$ cat config.mk
export PLATFORM = sky130hd
export DESIGN_NAME = mastermind_engine
export DESIGN_NICKNAME = d
export VERILOG_FILES = /design/src/rtl/mastermind_engine.sv
export SDC_FILE = /design/constraint.sdc
export NUM_CORES = 1
export LEC_CHECK = 0
export ABC_CLOCK_PERIOD_IN_PS = 6100
export BUFFER_PORTS_ARGS = -buffer_cell sky130_fd_sc_hd__buf_4
export CELL_PAD_IN_SITES_DETAIL_PLACEMENT = 2
export CELL_PAD_IN_SITES_GLOBAL_PLACEMENT = 2
export CORE_ASPECT_RATIO = 1.25
export CORE_MARGIN = 2
export CORE_UTILIZATION = 34
export CTS_CLUSTER_SIZE = 25
export DETAILED_ROUTE_END_ITERATION = 8
export PLACE_DENSITY = 0.84
export SLEW_MARGIN = 0
export SYNTH_ARGS = -nofsm -noshare
export SYNTH_HDL_FRONTEND = slang
export SYNTH_SLANG_ARGS = --single-unit
$ cat constraint.sdc
create_clock -name clk -period 6.1 [get_ports clk]
set_clock_uncertainty 0.1 [all_clocks]
set_input_delay 1.22 -clock clk [delete_from_list [all_inputs] [get_ports clk]]
set_output_delay 1.22 -clock clk [all_outputs]
set_load 0.05 [all_outputs]
$ cat src/rtl/mastermind_engine.sv
// Mastermind scoring and game-state core: exact/partial counts for NUM_PEGS pegs, one colour per cycle.
// Optional macro MM_NO_REPEAT_EN: reject guesses containing a repeated colour (pulses guess_err).
module mastermind_engine #(
    parameter int NUM_PEGS   = 4,
    parameter int COLOR_BITS = 3,
    parameter int MAX_TURNS  = 8,
    localparam int CW = $clog2(NUM_PEGS + 1),
    localparam int TW = $clog2(MAX_TURNS + 1)
) (
    input  logic                           clk,
    input  logic                           reset,
    input  logic [NUM_PEGS*COLOR_BITS-1:0] code,
    input  logic                           code_load,
    input  logic [NUM_PEGS*COLOR_BITS-1:0] guess,
    input  logic                           guess_valid,
    output logic                           ready,
    output logic                           busy,
    output logic                           score_valid,
    output logic [CW-1:0]                  exact,
    output logic [CW-1:0]                  partial,
    output logic [TW-1:0]                  turn_count,
    output logic                           win,
    output logic                           lose,
    output logic                           guess_err
);
    localparam logic [CW-1:0]         ONE_C     = CW'(1);
    localparam logic [CW-1:0]         ALL_PEGS  = CW'(NUM_PEGS);
    localparam logic [TW-1:0]         ONE_T     = TW'(1);
    localparam logic [TW-1:0]         LAST_TURN = TW'(MAX_TURNS - 1);
    localparam logic [COLOR_BITS-1:0] K_LAST    = '1;
    localparam logic [COLOR_BITS-1:0] K_ONE     = COLOR_BITS'(1);

    typedef enum logic [1:0] {IDLE, READY, SCORE, OVER} state_t;

    state_t                          state;
    logic [NUM_PEGS*COLOR_BITS-1:0]  code_r;
    logic [NUM_PEGS*COLOR_BITS-1:0]  guess_r;
    logic [CW-1:0]                   exact_r;
    logic [CW-1:0]                   acc;
    logic [COLOR_BITS-1:0]           k;

    logic [CW-1:0] exact_in, cnt_g, cnt_c, acc_next;
    logic          win_new;
    logic          repeat_in;

    always_comb begin
        exact_in  = '0;
        cnt_g     = '0;
        cnt_c     = '0;
        repeat_in = 1'b0;
        for (int i = 0; i < NUM_PEGS; i++) begin
            if (guess[i*COLOR_BITS +: COLOR_BITS] == code_r[i*COLOR_BITS +: COLOR_BITS])
                exact_in = exact_in + ONE_C;
            if (guess_r[i*COLOR_BITS +: COLOR_BITS] == k)
                cnt_g = cnt_g + ONE_C;
            if (code_r[i*COLOR_BITS +: COLOR_BITS] == k)
                cnt_c = cnt_c + ONE_C;
            for (int j = i + 1; j < NUM_PEGS; j++)
                if (guess[i*COLOR_BITS +: COLOR_BITS] == guess[j*COLOR_BITS +: COLOR_BITS])
                    repeat_in = 1'b1;
        end
        // Sum of per-colour minima never exceeds NUM_PEGS, so CW bits suffice.
        acc_next = acc + ((cnt_g < cnt_c) ? cnt_g : cnt_c);
        win_new  = (exact_r == ALL_PEGS);
    end

    assign ready = (state == READY);
    assign busy  = (state == SCORE);

    always_ff @(posedge clk) begin
        if (reset) begin
            state       <= IDLE;
            code_r      <= '0;
            guess_r     <= '0;
            exact_r     <= '0;
            acc         <= '0;
            k           <= '0;
            score_valid <= 1'b0;
            exact       <= '0;
            partial     <= '0;
            turn_count  <= '0;
            win         <= 1'b0;
            lose        <= 1'b0;
        end else begin
            score_valid <= 1'b0;
            if (code_load) begin
                code_r     <= code;
                exact      <= '0;
                partial    <= '0;
                turn_count <= '0;
                win        <= 1'b0;
                lose       <= 1'b0;
                state      <= READY;
            end else begin
                case (state)
                    READY: begin
                        if (guess_valid
`ifdef MM_NO_REPEAT_EN
                            && !repeat_in
`endif
                        ) begin
                            guess_r <= guess;
                            exact_r <= exact_in;
                            acc     <= '0;
                            k       <= '0;
                            state   <= SCORE;
                        end
                    end
                    SCORE: begin
                        acc <= acc_next;
                        k   <= k + K_ONE;
                        if (k == K_LAST) begin
                            exact       <= exact_r;
                            partial     <= acc_next - exact_r;
                            turn_count  <= turn_count + ONE_T;
                            score_valid <= 1'b1;
                            win         <= win_new;
                            lose        <= !win_new && (turn_count == LAST_TURN);
                            state       <= (win_new || turn_count == LAST_TURN) ? OVER : READY;
                        end
                    end
                    default: ;
                endcase
            end
        end
    end

`ifdef MM_NO_REPEAT_EN
    always_ff @(posedge clk) begin
        if (reset)
            guess_err <= 1'b0;
        else
            guess_err <= !code_load && (state == READY) && guess_valid && repeat_in;
    end
`else
    assign guess_err = 1'b0;
    logic unused_repeat;
    assign unused_repeat = repeat_in;
`endif

endmodule

==> results of run 1 <==
## area by class of cell
cell class	instances	area, sq um
fill	884	4587
multi-input combinational	245	1658
sequential	48	960.9
timing repair buffer	42	315.3
tap	95	118.9
clock buffer	5	68.82
clock inverter	3	68.82
inverter	16	60.06
## routing by layer
metal	track usage	vias to the layer above
li1	-	1118
met1	0.1952	1113
met2	0.3245	48
met3	0.02607	16
met4	0.07029	0
met5	0	-
## power by group through the flow
stage | Clock [mW] | Sequential [mW] | Combinational (mW)
6_report | 0.288 | 0.334 | 0.259
5_1_grt | 0.309 | 0.336 | 0.294
4_1_cts | 0.295 | 0.335 | 0.267
3_5_place_dp | 0 | 0.341 | 0.263
3_3_place_gp | 0 | 0.341 | 0.237
2_1_floorplan | 0 | 0.337 | 0.190
## logic make-up (layout without fill, tap and decap cells)
family,Yosys count,after routing
flip-flops,48,48
XOR/XNOR,52,52
AO/OA/AOI/OAI,36,36
adder cells (fa/ha/maj),21,21
AND/OR/NAND/NOR,118,118
other,1,1
buffers and inverters,34,66
multiplexers,17,17
## tightest hold or removal path, cell delays in order (launching register included)
cell                      delay (ps)
sky130_fd_sc_hd__dfxtp_1         330
sky130_fd_sc_hd__nand2_1          50
sky130_fd_sc_hd__a21oi_1          50
## worst max-delay path by stage
stage / endpoint / cells past startpoint / startpoint / slack (ps)
2_1_floorplan: partial[2] / 17 / k[1] / 1780
3_3_place_gp: partial[2] / 18 / k[0] / 1500
3_5_place_dp: partial[2] / 17 / k[0] / 1200
4_1_cts: partial[2] / 17 / k[2] / 1160
5_1_grt: partial[2] / 20 / k[0] / 860
6_report: partial[2] / 17 / k[0] / 1180
## sequential cells by signal, indices dropped and copies added (netlist names)
name         cells
code_r          12
guess_r         12
turn_count       4
acc              3
exact            3
exact_r          3
k                3
partial          3
state            2
lose             1
score_valid      1
win              1
## Yosys cell counts
cell	number	area share
sky130_fd_sc_hd__ha_1	19	0.086
sky130_fd_sc_hd__buf_1	2	0.0027
sky130_fd_sc_hd__and3_1	4	0.0091
sky130_fd_sc_hd__nand2b_1	1	0.0023
sky130_fd_sc_hd__nor2_1	30	0.041
sky130_fd_sc_hd__buf_6	1	0.0041
sky130_fd_sc_hd__o21ai_0	1	0.0018
sky130_fd_sc_hd__inv_1	16	0.022
sky130_fd_sc_hd__fa_1	2	0.014
sky130_fd_sc_hd__mux2_2	2	0.0082
sky130_fd_sc_hd__a211oi_1	4	0.011
sky130_fd_sc_hd__a211o_1	1	0.0032
sky130_fd_sc_hd__nand2_1	50	0.068
sky130_fd_sc_hd__and4b_1	1	0.0036
sky130_fd_sc_hd__nand3b_1	1	0.0027
sky130_fd_sc_hd__buf_2	1	0.0018
sky130_fd_sc_hd__or3_1	1	0.0023
sky130_fd_sc_hd__nor3b_1	1	0.0027
sky130_fd_sc_hd__and2_1	2	0.0045
sky130_fd_sc_hd__nand3_1	10	0.018
sky130_fd_sc_hd__xor2_1	26	0.082
sky130_fd_sc_hd__nand4_1	1	0.0023
sky130_fd_sc_hd__mux2i_1	15	0.054
sky130_fd_sc_hd__o22a_1	1	0.0032
sky130_fd_sc_hd__or2_2	2	0.0045
sky130_fd_sc_hd__nor3_1	9	0.016
sky130_fd_sc_hd__conb_1	1	0.0014
sky130_fd_sc_hd__xor2_2	1	0.0059
sky130_fd_sc_hd__a21oi_1	29	0.053
sky130_fd_sc_hd__dfxtp_1	48	0.35
sky130_fd_sc_hd__clkbuf_1	12	0.016
sky130_fd_sc_hd__nor2b_1	2	0.0045
sky130_fd_sc_hd__buf_4	2	0.0054
sky130_fd_sc_hd__nand4b_1	1	0.0032
sky130_fd_sc_hd__nor3_4	2	0.012
sky130_fd_sc_hd__xnor2_1	25	0.079
==> impl_table.tex, run 1 <==
\begin{tabular}{lr}
\hline
Metric & Value \\
\hline
\multicolumn{2}{l}{\textbf{Run status}} \\
Run status & complete, no violations \\
\multicolumn{2}{l}{\textbf{Yosys}} \\
Average footprint of a synthesized cell & roughly 8.4 sq um \\
Syn Std Cell Area & around 2800 sq um \\
Synthesized flop and latch total & 48 \\
Syn\_nets & 376 \\
Post-synthesis cell type count & 36 \\
Multiplexer share of the synthesized area & 0.06250 \\
Synth Area in Compound Gates & 0.07156 \\
Number of instances in the synthesized netlist & approximately 330 \\
Largest family of logic cells by synthesized area & simple AND/OR/NAND/NOR gates \\
Number of warnings printed during yosys synthesis & 0 \\
Adder and majority gate portion of the synthesized area & 0.1005 \\
Simple-gate share of the synthesized area & 0.1966 \\
Synthesized-area fraction occupied by xor and xnor cells & 0.1676 \\
Register area share after synthesis & 0.3478 \\
\multicolumn{2}{l}{\textbf{Cells and area}} \\
Post-route non-filler standard cell count & around 450 \\
Inserted Diodes & 0 \\
Cell area after layout & around 3300 sq um \\
Utilization of the core after routing & 0.4148 \\
Final nets & around 400 \\
Leading cell type in the layout, fill and taps excluded & sky130\_fd\_sc\_hd\_\_nand2\_1 \\
Commonest cells after routing, fill and taps aside & sky130\_fd\_sc\_hd\_\_nand2\_1, sky130\_fd\_sc\_hd\_\_dfxtp\_1, sky130\_fd\_sc\_hd\_\_buf\_4 \\
Layout overhead on the synthesized area & 17.66\% \\
Fraction of layout instances using a drive strength above 1 & 0.1588 \\
\multicolumn{2}{l}{\textbf{Clock tree}} \\
Clock-pin slew reported for the worst setup and hold paths after clock tree synthesis & roughly 100 ps \\
Clock H-tree levels & 2 \\
Number of clock sinks & 48 \\
Max Root-Sink Buffers & 2 \\
Post-CTS Setup Inserts & 0 \\
Post-CTS sizing & 0 \\
Clk\_lat worst skew & 310 ps \\
Hold-fix buffers at CTS & 0 \\
Number of buffers added by the clock tree synthesis step & 5 \\
Clock tree from TritonCTS & yes \\
Master cell of the clock root buffer & sky130\_fd\_sc\_hd\_\_clkbuf\_8 \\
\multicolumn{2}{l}{\textbf{Floorplanning}} \\
Die Ht & roughly 100 um \\
Die area & 8867 sq um \\
I/O pin count & 44 \\
DIE WIDTH & 84.63 um \\
Core Rows & 36 \\
Initial Util & 0.3525 \\
Floorplan core area & just under 8000 sq um \\
\multicolumn{2}{l}{\textbf{Timing}} \\
Final Hold Fails & 0 \\
Setup ws final & 1184 ps \\
Total setup violations reported at the end of the flow & 0 \\
Total Neg Setup Slack & 0 ps \\
Upper clock frequency limit & 0.2034 GHz \\
Tmin final & just under 5000 ps \\
Final Cycle Share & 0.8058 \\
Worst rel slew slack & 0.2450 \\
Final count of pins violating max slew & 0 \\
Final-layout worst hold slack & about 370 ps \\
Tightest Pin Transition & $\sim$1100 ps \\
RSZ-0062 raised after global routing & false \\
\multicolumn{2}{l}{\textbf{Setup path}} \\
Critical R2R Capture & partial[2] \\
Cell repeated most along the worst path & sky130\_fd\_sc\_hd\_\_ha\_1 \\
Largest delay contributor family on the critical path & adder cells \\
Critical path launch point type & flip-flop \\
Peak fanout along the critical path & 11 \\
CP max stage delay & 710 ps \\
Data arrival, critical path & 5040 ps \\
Required time of the worst setup path & between 6000 and 7000 ps \\
Slowest cell on the critical path & sky130\_fd\_sc\_hd\_\_dfxtp\_1 \\
FF-to-FF Start & k[0] \\
Worst-case reg-to-reg path depth & 17 \\
Critical Path End Type & flip-flop \\
Number of buffer and inverter instances along the worst setup path & 1 \\
Chain of cells forming the critical path & xnor2\_1 > nand3\_1 > inv\_1 > ha\_1 > xor2\_2 > ha\_1 > mux2\_2 > ha\_1 > a21oi\_1 > nand2\_1 > o22a\_1 > and3\_1 > fa\_1 > fa\_1 > xor2\_1 > xnor2\_1 > a211oi\_1 \\
Worst setup path category & reg -> reg \\
Flop-to-flop setup slack & around 1200 ps \\
\multicolumn{2}{l}{\textbf{Placement}} \\
Final weighted congestion in routability-driven placement & approximately 0.80 \\
Post-Place Setup Slack & roughly 1200 ps \\
Total instance count after detailed placement & approximately 450 \\
Instance area after placement & 3113 sq um \\
Post-DP HPWL & 5767 um \\
Port Buffers & 42 \\
\multicolumn{2}{l}{\textbf{Drt}} \\
WL per Instance & 16.44 um \\
DRC Markers & 0 \\
Via count & about 2,300 \\
WL met1 & $\sim$3000 um \\
Antenna Violating Nets Remaining & 0 \\
Post-DR vias/cell & between 5 and 6 \\
Top routing layer used & met4 \\
Met3 WL post-DR & 209 um \\
DRT iter0 DRCs & 38 \\
Number of optimization iterations in the first detailed-route pass & 4 \\
Total Routed Length & between 7000 and 8000 um \\
Amount of wire on met2 after detailed routing & just under 4000 um \\
\multicolumn{2}{l}{\textbf{Global route}} \\
Global-route wire length before repair & about 12,000 um \\
Pin count of the biggest net entering global routing & 36 \\
Initial antenna violation count & 0 \\
Number of global-route vias before repair & approximately 2,500 \\
Total congestion overflow after global routing & 0 \\
Global routing usage summed across all routing layers & 0.1746 \\
\multicolumn{2}{l}{\textbf{Pwr}} \\
Combinational share of power & 0.294 \\
Portion of total power attributed to the clock network & 0.327 \\
Power share of the sequential group & 0.379 \\
P\_leak & around 1.4 nW \\
P\_int & 601.2 uW \\
Net load switching power & about 280 uW \\
Switching share of power & 0.3176 \\
Power Dens Cells & 271.0 nW/um\^{}2 \\
Total power after layout & approximately 900 uW \\
IR Drop Worst-Case VDD & around 0.16 mV \\
\multicolumn{2}{l}{\textbf{Job}} \\
MaxCap Viol Count & 0 \\
\multicolumn{2}{l}{\textbf{Worst hold path}} \\
Count of cells along the worst hold path & 2 \\
Hold endpoint & win \\
Worst Min Path Start & win \\
Hold Path Class & reg -> reg \\
\hline
\end{tabular}
Note: power is estimated with default switching activity, not from simulation.
==> run 2, diff against run 1 <==
ABC_AREA = 1   (was unset)
ABC_CLOCK_PERIOD_IN_PS = 5130   (was 6100)
CORE_UTILIZATION = 33   (was 34)
PLACE_DENSITY = 0.83   (was 0.84)
clock period = 5.13 ns   (was 6.1 ns; I/O delays follow)
==> impl_table.tex, run 2 <==
\begin{tabular}{lr}
\hline
Metric & Value \\
\hline
\multicolumn{2}{l}{\textbf{Floorplanning}} \\
I/O pin count & 44 \\
Floorplan core area & 8796 sq um \\
DIE WIDTH & 89.43 um \\
Core Rows & 38 \\
Initial Util & 0.3422 \\
Die area & 9907 sq um \\
Die Ht & 110.8 um \\
\multicolumn{2}{l}{\textbf{Drt}} \\
DRC Markers & 0 \\
DRT iter0 DRCs & 36 \\
Post-DR vias/cell & roughly 4.8 \\
WL per Instance & between 15 and 20 um \\
Antenna Violating Nets Remaining & 0 \\
Total Routed Length & between 8000 and 9000 um \\
Via count & between 2,000 and 3,000 \\
Number of optimization iterations in the first detailed-route pass & 4 \\
\multicolumn{2}{l}{\textbf{Yosys}} \\
Synth cell count leaders & sky130\_fd\_sc\_hd\_\_nor2\_1, sky130\_fd\_sc\_hd\_\_dfxtp\_1, sky130\_fd\_sc\_hd\_\_nand2\_1 \\
Asr flop ratio synth & 0 \\
Number of warnings printed during yosys synthesis & 0 \\
Post-synth top flop & sky130\_fd\_sc\_hd\_\_dfxtp\_1 \\
Syn Std Cell Area & roughly 3000 sq um \\
Syn\_nets & 441 \\
Number of enable-type register cells in the synthesized netlist & 0 \\
Yosys top cell area share & 0.3192 \\
Register area share after synthesis & 0.3192 \\
Area contributors post-synth & sky130\_fd\_sc\_hd\_\_dfxtp\_1, sky130\_fd\_sc\_hd\_\_xnor2\_1, sky130\_fd\_sc\_hd\_\_ha\_1 \\
Post-synthesis cell type count & 36 \\
Average footprint of a synthesized cell & roughly 7.7 sq um \\
Cell with the most instances after synthesis & sky130\_fd\_sc\_hd\_\_nor2\_1 \\
Number of instances in the synthesized netlist & about 390 \\
Synthesized flop and latch total & 48 \\
Cell accounting for the most synthesized area & sky130\_fd\_sc\_hd\_\_dfxtp\_1 \\
\multicolumn{2}{l}{\textbf{Setup path}} \\
Worst setup path category & reg -> reg \\
Required time of the worst setup path & 5250 ps \\
Peak fanout along the critical path & 9 \\
Data arrival, critical path & $\sim$5000 ps \\
Critical Path End Type & flip-flop \\
Critical path launch point type & flip-flop \\
\multicolumn{2}{l}{\textbf{Pwr}} \\
Total power after layout & about 1.1 mW \\
IR Drop Worst-Case VDD & $\sim$0.15 mV \\
P\_leak & roughly 1.6 nW \\
Power Dens Cells & 310.1 nW/um\^{}2 \\
\multicolumn{2}{l}{\textbf{Worst hold path}} \\
Hold Path Class & reg -> reg \\
\multicolumn{2}{l}{\textbf{Timing}} \\
Worst rel slew slack & 0.5378 \\
Final Cycle Share & 0.9473 \\
Final-layout worst hold slack & about 390 ps \\
Total setup violations reported at the end of the flow & 0 \\
Final Hold Fails & 0 \\
Upper clock frequency limit & a little over 0.2 GHz \\
Tightest Pin Transition & a little under 700 ps \\
Final count of pins violating max slew & 0 \\
Total Neg Setup Slack & 0 ps \\
Tmin final & around 5000 ps \\
\multicolumn{2}{l}{\textbf{Cells and area}} \\
Commonest cells after routing, fill and taps aside & sky130\_fd\_sc\_hd\_\_nor2\_1, sky130\_fd\_sc\_hd\_\_nand2\_1, sky130\_fd\_sc\_hd\_\_buf\_4 \\
Layout overhead on the synthesized area & 19.08\% \\
Leading cell type in the layout, fill and taps excluded & sky130\_fd\_sc\_hd\_\_nor2\_1 \\
Multi-input gate area in the final layout & about 1800 sq um \\
Cell area after layout & $\sim$3600 sq um \\
Inserted Diodes & 0 \\
Seq. cell area & $\sim$970 sq um \\
Number of fill cells in the layout & approximately 1,000 \\
Final nets & $\sim$480 \\
Fraction of layout instances using a drive strength above 1 & 0.2212 \\
Utilization of the core after routing & 0.4075 \\
Largest registers & code\_r x12, guess\_r x12, turn\_count x4 \\
\multicolumn{2}{l}{\textbf{Global route}} \\
Global routing usage summed across all routing layers & 0.1946 \\
Global-route wire length before repair & about 15,000 um \\
Total congestion overflow after global routing & 0 \\
Pin count of the biggest net entering global routing & 28 \\
Number of global-route vias before repair & a little over 3,000 \\
Initial antenna violation count & 0 \\
\multicolumn{2}{l}{\textbf{Clock tree}} \\
Number of buffers added by the clock tree synthesis step & 5 \\
Clock tree from TritonCTS & yes \\
Clock-pin slew reported for the worst setup and hold paths after clock tree synthesis & $\sim$110 ps \\
Post-CTS Setup Inserts & 0 \\
Max Root-Sink Buffers & 2 \\
Master cell of the clock root buffer & sky130\_fd\_sc\_hd\_\_clkbuf\_8 \\
Clock H-tree levels & 2 \\
Number of clock sinks & 48 \\
Hold-fix buffers at CTS & 0 \\
Clk\_lat worst skew & roughly 320 ps \\
\multicolumn{2}{l}{\textbf{Placement}} \\
Instance area after placement & between 3000 and 4000 sq um \\
Final weighted congestion in routability-driven placement & between 0.8 and 0.9 \\
Port Buffers & 42 \\
Post-DP HPWL & about 7000 um \\
\multicolumn{2}{l}{\textbf{Job}} \\
MaxCap Viol Count & 0 \\
\multicolumn{2}{l}{\textbf{Run status}} \\
Run status & complete, no violations \\
\hline
\end{tabular}
run 2: power by group:
part	internal, mW	switching [mW]	total (mW)
clock network	0.197	0.154	0.350
logic	0.144	0.217	0.361
registers	0.386	0.0152	0.401
run 2: metal layers:
layer,track usage,routed length [um]
met1,0.2252,3571
met2,0.3659,4924
met3,0.02904,180
met4,0.03881,77
met5,0,0
run 2: kinds of logic after synthesis:
kind of cell    Yosys count  synth area share
compound gates           65            0.1168
buf+inv                  63           0.08811
fa+ha+maj                21           0.09227
simple gates            155            0.2465
xor+xnor                 39            0.1359
flops                    48            0.3192
other cells               1          0.001246
run 2: path summary, 6_finish.rpt:
kind | depth (start not counted) | startpoint | to | slack [ps]
setup / recovery | 25 | k[1] | partial[2] | 270
hold / removal | 2 | exact[0] | exact[0] | 390
setup reg to reg | 25 | k[1] | partial[2] | 270
hold reg to reg | 2 | exact[0] | exact[0] | 390
run 2: cell type report:
class                   count  share of cell area
multi-input cells         281              0.4995
well taps                 120             0.04188
repair buffers             46             0.09633
inverters                  51             0.05340
clock inverters             3             0.01920
clock buffers               5             0.01920
flip-flops and latches     48              0.2705
run 2: repair_timing:
| item | CTS | global route |
|---|---|---|
| endpoints found under the setup margin | 1 | 1 |
| resized for setup | 2 | 5 |
| cloned | 0 | 0 |
run 2: metrics by stage:
| step | cells | setup WS, ps |
|---|---|---|
| CTS | 554 | 119.1 |
| global placement | 546 | 515.6 |
| global route | 554 | -48.10 |
| floorplan | 392 | 893.9 |
| finish | 554 | 270.2 |
| detailed placement | 546 | 5.023 |
run 2: worst max-delay path: stages, from the launching register on:
cell and delay, ps:
sky130_fd_sc_hd__dfxtp_4 410, sky130_fd_sc_hd__xnor2_1 210, sky130_fd_sc_hd__nand2_1 90, sky130_fd_sc_hd__nor2_1 180
sky130_fd_sc_hd__ha_1 320, sky130_fd_sc_hd__inv_1 130, sky130_fd_sc_hd__nand4_1 160, sky130_fd_sc_hd__nand2_1 110
sky130_fd_sc_hd__ha_1 170, sky130_fd_sc_hd__inv_1 60, sky130_fd_sc_hd__nor2_1 140, sky130_fd_sc_hd__xor2_1 110
sky130_fd_sc_hd__ha_1 330, sky130_fd_sc_hd__inv_1 70, sky130_fd_sc_hd__a21oi_2 200, sky130_fd_sc_hd__nand2_2 90
sky130_fd_sc_hd__nand2_1 70, sky130_fd_sc_hd__nand2_1 60, sky130_fd_sc_hd__ha_1 190, sky130_fd_sc_hd__fa_1 500
sky130_fd_sc_hd__fa_1 430, sky130_fd_sc_hd__xnor2_1 190, sky130_fd_sc_hd__xor2_1 180, sky130_fd_sc_hd__nand2_1 80
sky130_fd_sc_hd__o211ai_1 120, sky130_fd_sc_hd__inv_1 60
==> run 3, diff against run 2 <==
MAX_ROUTING_LAYER = met4   (was unset)
==> impl_table.tex, run 3 (synthesis gave the netlist of run 2 again) <==
\begin{tabular}{lr}
\hline
Metric & Value \\
\hline
\multicolumn{2}{l}{\textbf{Run status}} \\
Run status & complete, no violations \\
\multicolumn{2}{l}{\textbf{Drt}} \\
Total Routed Length & roughly 8800 um \\
DRC Markers & 0 \\
Number of optimization iterations in the first detailed-route pass & 4 \\
DRT iter0 DRCs & 40 \\
WL per Instance & between 15 and 20 um \\
Post-DR vias/cell & 4.830 \\
Via count & 2,676 \\
Antenna Violating Nets Remaining & 0 \\
\multicolumn{2}{l}{\textbf{Timing}} \\
Tightest Pin Transition & 712.3 ps \\
Tmin final & between 4000 and 5000 ps \\
Final Hold Fails & 0 \\
Worst rel slew slack & 0.5246 \\
Total Neg Setup Slack & 0 ps \\
Total setup violations reported at the end of the flow & 0 \\
Final count of pins violating max slew & 0 \\
Setup ws final & 281.3 ps \\
Upper clock frequency limit & 0.2062 GHz \\
Final Cycle Share & 0.9452 \\
\multicolumn{2}{l}{\textbf{Setup path}} \\
CP max stage delay & 500 ps \\
Critical Path End Type & flip-flop \\
Critical path launch point type & flip-flop \\
Data arrival, critical path & around 5000 ps \\
Cell repeated most along the worst path & sky130\_fd\_sc\_hd\_\_nand2\_1 \\
Worst setup path category & reg -> reg \\
Peak fanout along the critical path & 9 \\
Slowest cell on the critical path & sky130\_fd\_sc\_hd\_\_fa\_1 \\
Required time of the worst setup path & 5260 ps \\
\multicolumn{2}{l}{\textbf{Cells and area}} \\
Final nets & $\sim$480 \\
Inserted Diodes & 0 \\
Leading cell type in the layout, fill and taps excluded & sky130\_fd\_sc\_hd\_\_nor2\_1 \\
Number of fill cells in the layout & around 1,000 \\
Multi-input gate area in the final layout & 1790 sq um \\
Largest registers & code\_r x12, guess\_r x12, turn\_count x4 \\
Layout overhead on the synthesized area & 19.08\% \\
Seq. cell area & approximately 970 sq um \\
Utilization of the core after routing & 0.4075 \\
Fraction of layout instances using a drive strength above 1 & 0.2212 \\
Commonest cells after routing, fill and taps aside & sky130\_fd\_sc\_hd\_\_nor2\_1, sky130\_fd\_sc\_hd\_\_nand2\_1, sky130\_fd\_sc\_hd\_\_buf\_4 \\
Post-route non-filler standard cell count & between 500 and 600 \\
\multicolumn{2}{l}{\textbf{Pwr}} \\
IR Drop Worst-Case VDD & 0.1479 mV \\
Power Dens Cells & roughly 310 nW/um\^{}2 \\
P\_leak & around 1.6 nW \\
Total power after layout & approximately 1.1 mW \\
\multicolumn{2}{l}{\textbf{Clock tree}} \\
Master cell of the clock root buffer & sky130\_fd\_sc\_hd\_\_clkbuf\_8 \\
Number of buffers added by the clock tree synthesis step & 5 \\
Clock H-tree levels & 2 \\
Hold-fix buffers at CTS & 0 \\
Post-CTS Setup Inserts & 0 \\
Number of clock sinks & 48 \\
Max Root-Sink Buffers & 2 \\
Clk\_lat worst skew & about 320 ps \\
Clock tree from TritonCTS & yes \\
Post-CTS sizing & 2 \\
Clock-pin slew reported for the worst setup and hold paths after clock tree synthesis & 110 ps \\
\multicolumn{2}{l}{\textbf{Global route}} \\
Global routing usage summed across all routing layers & 0.1999 \\
Pin count of the biggest net entering global routing & 28 \\
Global-route wire length before repair & 15,170 um \\
Number of global-route vias before repair & just over 3,000 \\
Total congestion overflow after global routing & 0 \\
Met1 track demand over resource & 0.2252 \\
Initial antenna violation count & 0 \\
GR Util met3 & 0.02904 \\
Most Crowded Layer GR & met2 \\
M2 GR Usage & 0.3659 \\
\multicolumn{2}{l}{\textbf{Floorplanning}} \\
Core Rows & 38 \\
Die area & 9907 sq um \\
Floorplan core area & approximately 8800 sq um \\
Initial Util & 0.3422 \\
DIE WIDTH & around 89 um \\
Die Ht & around 110 um \\
I/O pin count & 44 \\
\multicolumn{2}{l}{\textbf{Worst hold path}} \\
Hold Path Class & reg -> reg \\
\multicolumn{2}{l}{\textbf{Placement}} \\
Final weighted congestion in routability-driven placement & a little over 0.8 \\
Post-Place Setup Slack & around 5 ps \\
Post-DP HPWL & 6996 um \\
Total instance count after detailed placement & 546 \\
Port Buffers & 42 \\
\multicolumn{2}{l}{\textbf{Job}} \\
MaxCap Viol Count & 0 \\
\hline
\end{tabular}
[run 3: cell counts in the layout (fill, tap and decap cells not counted)]
Identical to the previous run, type by type.
[run 3: worst paths after layout]
kind	start	endpoint	slack (ps)	depth (start not counted)
max	k[1]	partial[2]	280	25
min reg2reg	exact[0]	exact[0]	390	2
min	exact[0]	exact[0]	390	2
max reg2reg	k[1]	partial[2]	280	25
[run 3: area by class of cell]
class                           instances  share of cell area
Multi-Input combinational cell        281              0.4995
Clock buffer                            5             0.01920
Clock inverter                          3             0.01920
Inverter                               51             0.05340
Tap cell                              120             0.04188
Sequential cell                        48              0.2705
Timing Repair Buffer                   46             0.09633
[run 3: through the flow]
step           hold WS (ps)  instance area (sq um)
3_5_place_dp          370.5                   3432
3_3_place_gp          354.9                   3432
4_1_cts               386.9                   3572
6_report              386.0                   3585
2_1_floorplan         344.1                   3010
5_1_grt               412.8                   3585
[run 3: worst max-delay path: cells and delay by family (launching register included)]
family	cells	cell delay, ps
AOI/OAI and AO/OA	2	320
xor gates and xnor gates	4	690
adders and majority gates	6	1940
buffers and inverters	4	320
DFF	1	410
and+or+nand+nor	9	980
[run 3: per-layer routing]
layer  up-vias  part of all wire
met5         -                 0
met4         0            0.0065
met3         6             0.021
met2        34              0.56
met1      1314              0.41
li1       1322                 -
[run 3: where the power goes]
| group | internal, mW | leakage, nW | switching, mW |
|---|---|---|---|
| clock network | 0.197 | 0.0687 | 0.153 |
| logic | 0.144 | 1.10 | 0.217 |
| registers | 0.386 | 0.394 | 0.0153 |
| total | 0.726 | 1.57 | 0.385 |
